### src/rtl/piece_queue.sv
// Next-piece FIFO behind the random generator: filters illegal codes and long repeats,
// and exposes the whole queue for the preview display.
module piece_queue #(
  parameter int DEPTH      = 3,
  parameter int NUM_PIECES = 5,
  parameter int MAX_REPEAT = 2
) (
  input  logic                       clock,
  input  logic                       reset,
  input  logic [2:0]                 rand_in,
  input  logic                       spawn_req,
  output logic                       piece_valid,
  output logic [2:0]                 piece_id,
  output logic [3*DEPTH-1:0]         preview,
  output logic [$clog2(DEPTH+1)-1:0] count,
  output logic                       full
);

  localparam int CW = $clog2(DEPTH + 1);
  localparam int RW = $clog2(MAX_REPEAT + 1);
  localparam logic [CW-1:0] DEPTH_C  = CW'(DEPTH);
  localparam logic [RW-1:0] MAXREP_C = RW'(MAX_REPEAT);
  localparam logic [3:0]    NUMP_C   = 4'(NUM_PIECES);

  // Encoding chosen so bit 0 is "non-empty" and bit 1 is "full", letting outputs come straight off flops.
  typedef enum logic [1:0] {
    EMPTY   = 2'b00,
    FILLING = 2'b01,
    FULL    = 2'b11
  } occ_e;

  occ_e          state_r, state_s;
  logic [2:0]    q_r     [DEPTH];
  logic [2:0]    shift_s [DEPTH];
  logic [2:0]    q_s     [DEPTH];
  logic [CW-1:0] count_r, count_s, wr_idx_s;
  logic [2:0]    last_r, last_s;
  logic [RW-1:0] run_r, run_s;
  logic          pop_s, legal_s, rep_block_s, accept_s;

  // Next-state computation: pop/accept decision, shifted queue, write slot and repeat bookkeeping.
  always_comb begin
    pop_s       = spawn_req & state_r[0];
    legal_s     = ({1'b0, rand_in} < NUMP_C);
    rep_block_s = (rand_in == last_r) && (run_r == MAXREP_C);
    accept_s    = legal_s && !rep_block_s && ((count_r != DEPTH_C) || pop_s);
    wr_idx_s    = pop_s ? (count_r - CW'(1)) : count_r;

    for (int i = 0; i < DEPTH - 1; i++) begin
      shift_s[i] = pop_s ? q_r[i+1] : q_r[i];
    end
    shift_s[DEPTH-1] = pop_s ? 3'd0 : q_r[DEPTH-1];

    for (int i = 0; i < DEPTH; i++) begin
      q_s[i] = (accept_s && (wr_idx_s == CW'(i))) ? rand_in : shift_s[i];
    end

    case ({accept_s, pop_s})
      2'b10:   count_s = count_r + CW'(1);
      2'b01:   count_s = count_r - CW'(1);
      default: count_s = count_r;
    endcase

    // Repeat tracking follows pushes only; pops leave it untouched.
    if (accept_s) begin
      last_s = rand_in;
      run_s  = (rand_in == last_r) ? (run_r + RW'(1)) : RW'(1);
    end else begin
      last_s = last_r;
      run_s  = run_r;
    end

    if (count_s == {CW{1'b0}}) begin
      state_s = EMPTY;
    end else if (count_s == DEPTH_C) begin
      state_s = FULL;
    end else begin
      state_s = FILLING;
    end
  end

  // State register with synchronous clear of queue, occupancy and repeat history.
  always_ff @(posedge clock) begin
    if (reset) begin
      state_r <= EMPTY;
      count_r <= {CW{1'b0}};
      last_r  <= 3'd7;
      run_r   <= {RW{1'b0}};
      for (int i = 0; i < DEPTH; i++) begin
        q_r[i] <= 3'd0;
      end
    end else begin
      state_r <= state_s;
      count_r <= count_s;
      last_r  <= last_s;
      run_r   <= run_s;
      for (int i = 0; i < DEPTH; i++) begin
        q_r[i] <= q_s[i];
      end
    end
  end

  assign piece_valid = state_r[0];
  assign full        = state_r[1];
  assign count       = count_r;
  assign piece_id    = q_r[0];

  // Vacated slots are always cleared, so unoccupied preview entries naturally read 0.
  for (genvar g = 0; g < DEPTH; g++) begin : g_preview
    assign preview[3*g +: 3] = q_r[g];
  end

endmodule
### config.mk
export PLATFORM = sky130hd
export DESIGN_NAME = piece_queue
export DESIGN_NICKNAME = d
export VERILOG_FILES = /design/src/rtl/piece_queue.sv
export SDC_FILE = /design/constraint.sdc
export NUM_CORES = 1
export LEC_CHECK = 0
export BUFFER_PORTS_ARGS = -buffer_cell sky130_fd_sc_hd__buf_2
export CORE_ASPECT_RATIO = 0.8
export CORE_MARGIN = 10
export CORE_UTILIZATION = 45
export CTS_BUF_LIST = sky130_fd_sc_hd__clkbuf_4 sky130_fd_sc_hd__clkbuf_8
export CTS_CLUSTER_DIAMETER = 50
export DETAILED_ROUTE_END_ITERATION = 6
export GPL_ROUTABILITY_DRIVEN = 0
export PLACE_DENSITY = 0.64
export SKIP_LAST_GASP = 1
export SYNTH_ARGS = -nofsm -noshare
export SYNTH_HDL_FRONTEND = slang
export SYNTH_SLANG_ARGS = --single-unit
### constraint.sdc
create_clock -name clock -period 4.58 [get_ports clock]
set_input_delay 1.145 -clock clock [delete_from_list [all_inputs] [get_ports clock]]
set_output_delay 1.145 -clock clock [all_outputs]
set_load 0.01 [all_outputs]
==> metrics.cfg <==
[global_route]
grt_usage_pct = 9.71
grt_max_degree = 22
gr-total-overflow = 0
grt_pass1_wl_microns = 3670
antenna_found_initial = 0
grt_pass1_vias = 769

[final_layout]
multi_input_area_sq_um = 594
fin_cells = 154
fin_area_sq_mm = 0.00114
diodes = 0
drive_gt1_share_pct = 27.9
nFillCells = 219
nets = 140
ff_latch_area_sq_um = 360
area_growth_pct = 13.0
utilization_pct = 53.0

[critical_path]
end_kind = flop
slowest_delay_ns = 0.33
start_kind = input port
worst-path-max-fanout = 11
r2r_start = count[0]
worstPathCellList = buf_2, nand2_2, a21o_4, nor2_4, inv_2, ha_1, nor3_1, a21oi_1, o21ai_0
startpoint = spawn_req
worstSetupPathType = in -> reg
arrival_ns = 2.81
cpMaxStageDelayCell = ha_1
worst_ep_required_time_ns = 4.81

[timing]
hold_slack_ns = 0.499
setup_viol = 0
worst_slew_pin_slew_ns = 0.416
final_hold_viol_count = 0
rsz0062_at_grt = no
slew_headroom_pct = 72.2
fin_worst_skew_ns = 0.00604
fin_crit_ns = 2.58
finalCritPeriodShare_pct = 56.3
fmax_ghz = 0.388
setup_ws_ns = 2.00
slew_violations = 0
setup_tns_ns = 0

[placement]
placed_cell_area_sq_mm = 0.00111
io_buffers = 21
place_ws_ns = 1.69
dp.cells = 150
dpl.hpwl_microns = 1690

[synth]
syn_area_sq_mm = 0.00101
synth_area_per_cell_sq_um = 9.21
netlist_top_cells_count = dfxtp_1, nand2_1, a21oi_1
netlist.top_cell.by_area = dfxtp_1
ys_seq_area_share_pct = 35.6
async_reset_ff_share_pct = 0
synth_area_leaders = dfxtp_1, mux2_1, nand2_1, a21oi_1, ha_1
synthCells = 110
synth_top_area_share_pct = 35.6
synth_edf_count = 0
synth_fp_nets = 120
synth_flop_cell = dfxtp_1
synth_cell_types = 39
yosysWarnings = 0
synth.most_common_cell = dfxtp_1
ys_ff_latch = 18

[hold_path]
worstHoldPathType = reg -> reg
hold_start = last_r[2]

[drt]
ant_nets = 0
dr_total_vias = 825
drc = 0
wl_per_cell_microns = 14.7
wirelength_microns = 2260
drt-initial-drc-count = 44
drtPass1Iterations = 4
viasPerCell = 5.36

[floorplan]
dieWidth_microns = 73.1
die_area_sq_mm = 0.00456
core_region_area_sq_mm = 0.00216
pin_count = 22
rows = 15
die_h_microns = 62.4
start_util_pct = 47.0

[pwr]
total_power_uw = 407
ir_worst_vdd_uv = 218
leakagePower_nw = 0.520
p_per_area_mw_per_mm2 = 355

[cts]
cts_tree = built
cts_resized = 0
worstSkewPairLatency_ns = 0.30
max-clock-path-buffers = 2
postCtsSetupBuffers = 0
cts_htree_levels = 1
cts_root_buffer = clkbuf_4
path_clk_slew_ns = 0.11
cts_sinks = 18
ctsHoldBuffers = 0
cts-buffers-inserted = 3

[job]
cap_violations = 0

[outcome]
status = complete, no violations

kinds of logic after synthesis:
logic type | after synthesis | synth area share (%)
and+or+nand+nor | 43 | 24.4
AOI/OAI and AO/OA | 23 | 17.0
DFF | 18 | 35.6
buffers and inverters | 10 | 5.80
muxes | 9 | 9.63
adders and majority gates | 4 | 4.94
xor gates and xnor gates | 3 | 2.59
cell usage in the layout, fill, tap and decap left out, types with 2 or more instances in the layout:
cell type,instances
nor2_1,8
a21oi_1,10
clkbuf_4,3
nor2b_1,4
ha_1,4
mux2_1,6
xnor2_1,3
o21ai_0,2
buf_2,21
a22o_1,3
nand2_1,15
mux2i_1,3
nand2b_1,2
inv_1,2
dfxtp_1,18
nand3_1,2
registers in the layout, summed over array words and instances (netlist names):
| register | count |
|---|---|
| state_r | 2 |
| q_r | 9 |
| last_r | 3 |
| run_r | 2 |
| count | 2 |
report_power, final:
group	switching, mW	internal [mW]	leakage, nW
clock network	0.0506	0.0485	0.0210
registers	0.0157	0.173	0.147
logic	0.0696	0.0497	0.352
worst max-delay path: cells and delay by family:
| family | cells | cell delay (ns) |
|---|---|---|
| simple gates | 3 | 0.58 |
| compound gates | 3 | 0.59 |
| fa+ha+maj | 1 | 0.33 |
| buf+inv | 2 | 0.16 |
final timing paths:
check | to | slack, ns | depth (start not counted)
worst min register to register | last_r[2] | 0.50 | 2
worst max-delay path | state_r[0] | 2.00 | 9
worst max register to register | state_r[0] | 2.51 | 8
worst min-delay path | last_r[2] | 0.50 | 2
layer usage:
metal,vias up,GRT usage [%],share of wire (%)
met5,-,0,0
li1,426,-,-
met4,0,1.42,0.75
met2,16,14.4,46
met3,2,3.97,5.9
met1,381,12.9,47
final cells by class:
cell class,instances,area share [%]
Multi-Input combinational cell,82,51.9
Timing Repair Buffer,21,9.18
Clock buffer,4,3.17
Inverter,4,1.53
Sequential cell,18,31.5
Tap cell,25,2.73
Power figures use the tool's default switching activity.
